--- src/rtl/det_sched_pkg.sv ---
// rtl/det_sched_pkg.sv - shared types and constants for the detector stream scheduler
package det_sched_pkg;

  typedef enum logic [1:0] {IDLE, FLUSH, SHIFT, DONE} state_t;

  localparam logic SRC_A = 1'b0;
  localparam logic SRC_B = 1'b1;

  // Sequence the external Mealy detector fires on (oldest bit first)
  localparam logic [3:0] DET_PATTERN = 4'b1101;

endpackage

--- src/rtl/rr_arb2.sv ---
// rtl/rr_arb2.sv - two-request round-robin arbiter; pointer source wins a tie
module rr_arb2 (
  input  logic [1:0] req,
  input  logic       ptr,
  input  logic       en,
  output logic [1:0] gnt,
  output logic       gnt_idx
);

  always_comb begin
    gnt_idx = (req == 2'b11) ? ptr : req[1];
    gnt     = 2'b00;
    if (en && (req != 2'b00)) begin
      gnt = gnt_idx ? 2'b10 : 2'b01;
    end
  end

endmodule

--- src/rtl/det_stream_sched.sv ---
// rtl/det_stream_sched.sv - shares a serial 1101 detector between two word requesters
module det_stream_sched
  import det_sched_pkg::*;
#(
  parameter int WORD_W     = 16,
  parameter int FLUSH_BITS = 2,
  parameter int CNT_W      = 5
) (
  input  logic              clk,
  input  logic              rst,
  input  logic [1:0]        req_valid,
  input  logic [WORD_W-1:0] req_data_a,
  input  logic [WORD_W-1:0] req_data_b,
  output logic [1:0]        req_ready,
  output logic              det_i,
  input  logic              det_o,
  output logic              res_valid,
  output logic              res_src,
  output logic [CNT_W-1:0]  res_count,
  output logic              res_hit,
  output logic [3:0]        res_first
);

  localparam int IDX_W = $clog2(WORD_W);
  localparam int FL_W  = $clog2(FLUSH_BITS + 1);
  localparam logic [IDX_W-1:0] IDX_LAST = IDX_W'(WORD_W - 1);
  localparam logic [FL_W-1:0]  FL_LAST  = FL_W'(FLUSH_BITS - 1);

  state_t            state, state_nxt;
  logic              ptr;
  logic              src;
  logic [WORD_W-1:0] word;
  logic [CNT_W-1:0]  count, count_nxt;
  logic [3:0]        first, first_nxt;
  logic              found, found_nxt;
  logic [IDX_W-1:0]  bit_idx;
  logic [FL_W-1:0]   flush_cnt;
  logic [1:0]        gnt;
  logic              gnt_idx;
  logic              arb_en;

  // Grants are only offered while idle and never during reset
  assign arb_en    = (state == IDLE) && !rst;
  assign req_ready = gnt;

  rr_arb2 u_arb (
    .req     (req_valid),
    .ptr     (ptr),
    .en      (arb_en),
    .gnt     (gnt),
    .gnt_idx (gnt_idx)
  );

  always_comb begin
    state_nxt = state;
    det_i     = 1'b0;
    count_nxt = count;
    first_nxt = first;
    found_nxt = found;
    unique case (state)
      IDLE:  if (gnt != 2'b00) state_nxt = FLUSH;
      FLUSH: if (flush_cnt == FL_LAST) state_nxt = SHIFT;
      SHIFT: begin
        det_i = word[bit_idx];
        if (det_o) begin
          if (count != '1) count_nxt = count + 1'b1;
          if (!found) begin
            found_nxt = 1'b1;
            first_nxt = 4'(bit_idx);
          end
        end
        if (bit_idx == IDX_LAST) state_nxt = DONE;
      end
      DONE:  state_nxt = IDLE;
      default: state_nxt = IDLE;
    endcase
  end

  always_ff @(posedge clk) begin
    if (rst) begin
      state     <= IDLE;
      ptr       <= SRC_A;
      src       <= SRC_A;
      word      <= '0;
      count     <= '0;
      first     <= '0;
      found     <= 1'b0;
      bit_idx   <= '0;
      flush_cnt <= '0;
      res_valid <= 1'b0;
      res_src   <= 1'b0;
      res_count <= '0;
      res_hit   <= 1'b0;
      res_first <= '0;
    end else begin
      state     <= state_nxt;
      count     <= count_nxt;
      first     <= first_nxt;
      found     <= found_nxt;
      res_valid <= 1'b0;
      unique case (state)
        IDLE: begin
          if (gnt != 2'b00) begin
            word      <= gnt_idx ? req_data_b : req_data_a;
            src       <= gnt_idx;
            count     <= '0;
            first     <= '0;
            found     <= 1'b0;
            flush_cnt <= '0;
          end
        end
        FLUSH: begin
          flush_cnt <= flush_cnt + 1'b1;
          bit_idx   <= '0;
        end
        SHIFT: begin
          bit_idx <= bit_idx + 1'b1;
          // Results capture the last bit's match as well, so use the next-state values
          if (bit_idx == IDX_LAST) begin
            res_valid <= 1'b1;
            res_src   <= src;
            res_count <= count_nxt;
            res_hit   <= (count_nxt != '0);
            res_first <= first_nxt;
          end
        end
        DONE: ptr <= ~src;
        default: ;
      endcase
    end
  end

endmodule

--- config.mk ---
export PLATFORM = sky130hd
export DESIGN_NAME = det_stream_sched
export DESIGN_NICKNAME = d
export VERILOG_FILES = /design/src/rtl/det_sched_pkg.sv /design/src/rtl/rr_arb2.sv /design/src/rtl/det_stream_sched.sv
export SDC_FILE = /design/constraint.sdc
export NUM_CORES = 1
export LEC_CHECK = 0
export ABC_AREA = 1
export BUFFER_PORTS_ARGS = -buffer_cell sky130_fd_sc_hd__clkbuf_2
export CAP_MARGIN = 20
export CORE_ASPECT_RATIO = 0.8
export CORE_UTILIZATION = 48
export CTS_CLUSTER_DIAMETER = 200
export CTS_CLUSTER_SIZE = 28
export DETAILED_ROUTE_END_ITERATION = 12
export PLACE_DENSITY = 0.73
export SYNTH_ARGS = -nofsm -noshare
export SYNTH_HDL_FRONTEND = slang
export SYNTH_SLANG_ARGS = --single-unit
--- constraint.sdc ---
create_clock -name clk -period 1.6 [get_ports clk]
set_clock_uncertainty 0.1 [all_clocks]
set_input_delay 0.08 -clock clk [delete_from_list [all_inputs] [get_ports clk]]
set_output_delay 0.08 -clock clk [all_outputs]
set_load 0.005 [all_outputs]
Word-level counts from Yosys, hierarchy flattened --
Index checks and enable logic that the tools add are counted. Widths: inputs -> output; s select.
Cells by class: $add $sub $neg 3, magnitude comparators 1, eq/ne operators 10, muxes and demuxes 29, bitwise operators 2, reductions and logical operators 14
Operators with widths (count):
- $mux 5 | 5
- $mux 4 | 5
- $mux 16 | 1
- $mux 2 | 6
- $mux 1 | 8
- $pmux 2 s4 | 1
- $pmux 4 s2 | 1
- $reduce_bool 2->1 | 4
- $eq 2x2->1 const B | 3
- $reduce_and 2->1 | 3
- $add 5x1->5 const B | 1
- $lt 4x5->1 const B | 1
- $ne 5x5->1 const B | 1
- $reduce_bool 5->1 | 1
- $add 4x1->4 const B | 1
- $bmux 1 s4 | 1
- $eq 2x1->1 const B | 2
- $eq 4x4->1 const B | 1
- $ne 2x2->1 const B | 2
- $pmux 2 s2 | 1
- $reduce_and 3->1 | 1
- $add 2x1->2 const B | 1
- $logic_and 1x1->1 | 2
- $logic_not 2->1 | 1
- other kinds (4) | 5
Storage, ports and cells: bits in registers 48, output and inout port bits 15, word-level logic and storage cells 73

Longest topological paths before layout --
word-level depth 7, gate-level depth with buffers 12, mapped depth without buffers 11

By module --
A second synthesis with hierarchy kept.
Second synthesis, totals: cell total of the unflattened synthesis 334, area total of the unflattened synthesis 2344.7 sq um
Modules (own cells, without submodules):
- det_stream_sched | instances 1, cells an instance 326, area each 2306.0 sq um, seq. area each 960.9 sq um
- rr_arb2 | instances 1, cells an instance 8, area each 38.8 sq um, seq. area each 0.0 sq um

Least setup slack after synthesis --
No wires, ideal clock.
path type register to register, start reg state[0], end reg res_first[1], arrival 1.439 ns, slack -0.065 ns, cell stages (with the launch flop) 9, period minus slack after synthesis 1.665 ns, path through dfxtp_1 inv_1 ha_1 buf_4 nand4_1 clkinv_1 buf_2 o21ai_0 a21oi_1
Between the ends: word-level cells in the longest chain between the ends 2, elaborated cells on any way between the ends 3
RTL lines:
- start, declared | RTL line det_stream_sched.sv:29 | state_t state, state_nxt;
- start signal, assigned | RTL line det_stream_sched.sv:96 | state <= state_nxt;
- $eq 2x2->1 (*) | RTL line det_stream_sched.sv:60, det_stream_sched.sv:101
- $mux 4 or $reduce_and 2->1 (tied branches)
- end signal, assigned | RTL line det_stream_sched.sv:124 | res_first <= first_nxt;
- end, declared | RTL line det_stream_sched.sv:21 | output logic [3:0] res_first
Every way passes the cells marked *; elsewhere a longest branch is shown, timed or not. A chain may end at the register's enable or synchronous reset.

Worst setup path after layout --
start reg bit_idx[0], end out det_i
Between the ends: word-level cells in the longest chain between the ends 3
RTL lines:
- start, declared | RTL line det_stream_sched.sv:36 | logic [IDX_W-1:0] bit_idx;
- start signal, assigned | RTL line det_stream_sched.sv:117 | bit_idx <= bit_idx + 1'b1;
- $bmux 1 s4 | RTL line det_stream_sched.sv:64 | det_i = word[bit_idx];
- $mux 1 (not written as such) | RTL line det_stream_sched.sv:64
- $mux 1 | RTL line det_stream_sched.sv:60 | unique case (state)
- end, declared | RTL line det_stream_sched.sv:15 | output logic det_i,
Every way passes these cells. The select of a mux whose other input is x is not followed.

==> run summary <==
status -> complete, but fails checks
violated checks -> setup timing
DIE HEIGHT -> 62.72 µm
CP Capture Type -> output pin
Layout Nets -> 472
CTS sink cnt -> 48
Post-DP Area -> 0.002658 mm²
RSZ-0062 raised after global routing -> yes
vias post-DR -> 2622
Peak VDD IR -> 1054 µV
Port Buffers -> 51
synthesized instance count -> 313
# IOs -> 52
Crit Path Category -> reg -> out
YS warnings -> 0
CP Launch Type -> register
first-pass detailed-route iteration total -> 7
Hold WS -> 0.07446 ns
RR Endpoint -> word[9]
Primary FF master, synth -> dfxtp_1
Site Rows -> 21
min Tclk post-route -> 1.769 ns
WL final -> 7.663 mm
fmax -> 565.2 MHz
Post-synth EDFFs -> 0
1st-iter DRT viols -> 266
DIE AREA -> 0.004886 mm²
Leak -> 1.562 nW
global-route wire length before repair -> 10.47 mm
Synth Area per Inst -> 7.067 µm²
Ant. Diodes -> 0
dpl cells -> 431
per-cell routed wire length -> 15.77 µm
Seq/Total Area, Yosys -> 43.44%
P&R area growth vs syn -> 61.09%
GRT Total Usage -> 27.37%
crit share post-route -> 110.6%
vias per cell -> 5.395
initial antenna violation count -> 0
fin cells -> 486
Arr. time, crit path -> 1.59 ns
max_cap viols -> 0
Reg-to-Reg Start -> state[0]
measured slew at the worst slew-check pin -> 0.6026 ns
Worst R2R Setup Slack -> -0.07 ns
Clock Tree Root -> clkbuf_8
type of the worst min-delay path -> in -> reg
syn nets -> 357
power density cells -> 1073 mW/mm²
number of remaining DRC errors -> 0
post-synthesis async set-or-reset flop share -> 0%
gr ovfl total -> 0
largest net degree at the start of global routing -> 19
CORE AREA -> 0.004309 mm²
Post-DP HPWL -> 3.777 mm
vias in the first global route -> 2358
r2r worst-path depth -> 10
DIE WIDTH -> 77.90 µm
CTS tree -> done
fin worst setup slack -> -0.1692 ns
hold endpoint -> src
hold depth -> 3
share of cells above drive strength 1 -> 36.13%
crit path max fanout -> 5
final-report max-slew violation count -> 0
most common cell after layout, fill and taps aside -> nand2_1
Yosys reg bits -> 48
synthesized cell area -> 0.002212 mm²
Final Instance Area -> 0.003563 mm²
final number of setup-violating endpoints -> 17
TritonCTS Buffers -> 5
Skew-Pair Late Insertion Delay -> 0.31 ns
htree depth -> 2
Slew Limit Headroom -> 59.83%
Hold Path Origin -> req_valid[1]
commonest cells after routing, fill and taps aside -> nand2_1, clkbuf_2, dfxtp_1, dlygate4sd3_1, nor2_1
synth unique cells -> 27
clk buf depth -> 2
ANT nets after route -> 0
Hold Vio Cnt, Final -> 0
Starting Density -> 51.34%
Layout Utilization -> 82.69%
routability cong. -> 0.8895
worst path required time -> 1.42 ns
clk slew on worst S/H paths -> 0.09 ns
## kinds of logic (layout without fill, tap and decap cells)
kind of cell	count (synthesis)	count (layout)	share of synthesized area (%)
AOI/OAI and AO/OA	65	65	16.46
and+or+nand+nor	154	154	28.22
xor gates and xnor gates	1	1	0.3960
DFF	48	48	43.44
adders and majority gates	7	7	3.959
buffers and inverters	38	154	7.523
## worst max-delay path: stages, from the launching register on
cell	delay [ns]
dfxtp_4	0.41
buf_6	0.13
nor2_1	0.05
nor2_1	0.09
o21ai_0	0.12
nand2_1	0.08
nand2_1	0.05
nand3_1	0.06
nand2_1	0.07
nor2_2	0.10
buf_2	0.13
## synthesized netlist by cell type, types with 2 or more instances
master	instances	area, µm²
nand2_1	95	356.6
dfxtp_1	48	960.9
nor2_1	37	138.9
inv_1	24	90.09
o21ai_0	24	120.1
a21oi_1	20	100.1
a31oi_1	16	100.1
nand3_1	14	70.07
ha_1	7	87.58
buf_2	4	20.02
clkbuf_1	4	15.01
buf_6	2	22.52
inv_2	2	7.510
nor2_4	2	22.52
nor3_1	2	10.01
## timing repair
| item | CTS | global route |
|---|---|---|
| pin swaps | 4 | 22 |
| hold buffers | 32 | 0 |
| endpoints found under the setup margin | 22 | 33 |
| cloned | 0 | 3 |
| hold endpoints to repair | 16 | 0 |
| setup buffers | 8 | 4 |
| resized for setup | 19 | 87 |
## flip-flops by register name, indices dropped and copies added, names as in the netlist
register	flops
ptr	1
res_src	1
state	2
count	5
res_first	4
res_count	5
first	4
word	16
found	1
flush_cnt	2
src	1
res_valid	1
bit_idx	4
res_hit	1
## final cells by class
class                           count  area (µm²)
Inverter                           27       113.9
Timing Repair Buffer              118       957.2
Fill cell                         267       745.7
Timing Repair inverter              1       7.507
Sequential cell                    48       972.2
Multi-Input combinational cell    227        1330
Clock inverter                      3       42.54
Clock buffer                        5       68.82
Tap cell                           57       71.32
## worst max path at each step
stage	startpoint	end	slack, ns	depth (start not counted)
final	bit_idx[0]	det_i	-0.17	10
after global routing	bit_idx[0]	det_i	-0.24	10
after CTS	bit_idx[0]	det_i	-0.06	10
after detailed placement	state[0]	res_hit	-0.005	11
after global placement	state[1]	word[8]	0.02	9
after floorplan	state[0]	res_first[1]	0.02	8
## routing by layer
layer  routed length, µm  up-vias  track usage (%)
met4                 269        0            10.65
li1                    -     1249                -
met2                3745      132            44.25
met3                 494       32            5.693
met1                3153     1209            35.82
met5                   0        -                0
## through the flow
step	TNS, ns	worst slack [ns]	total power [mW]
finish	-0.8316	-0.1692	3.823
global route	-2.788	-0.2420	4.015
CTS	-0.1582	-0.05754	3.406
detailed placement	-0.004813	-0.004813	2.328
global placement	0	0.01740	2.305
floorplan	0	0.01706	1.995
## power breakdown
part	total, mW	switching, mW	internal (mW)
clock network	0.877	0.415	0.462
registers	1.43	0.104	1.33
logic	1.51	0.806	0.708
(Power assumes the default switching activity.)
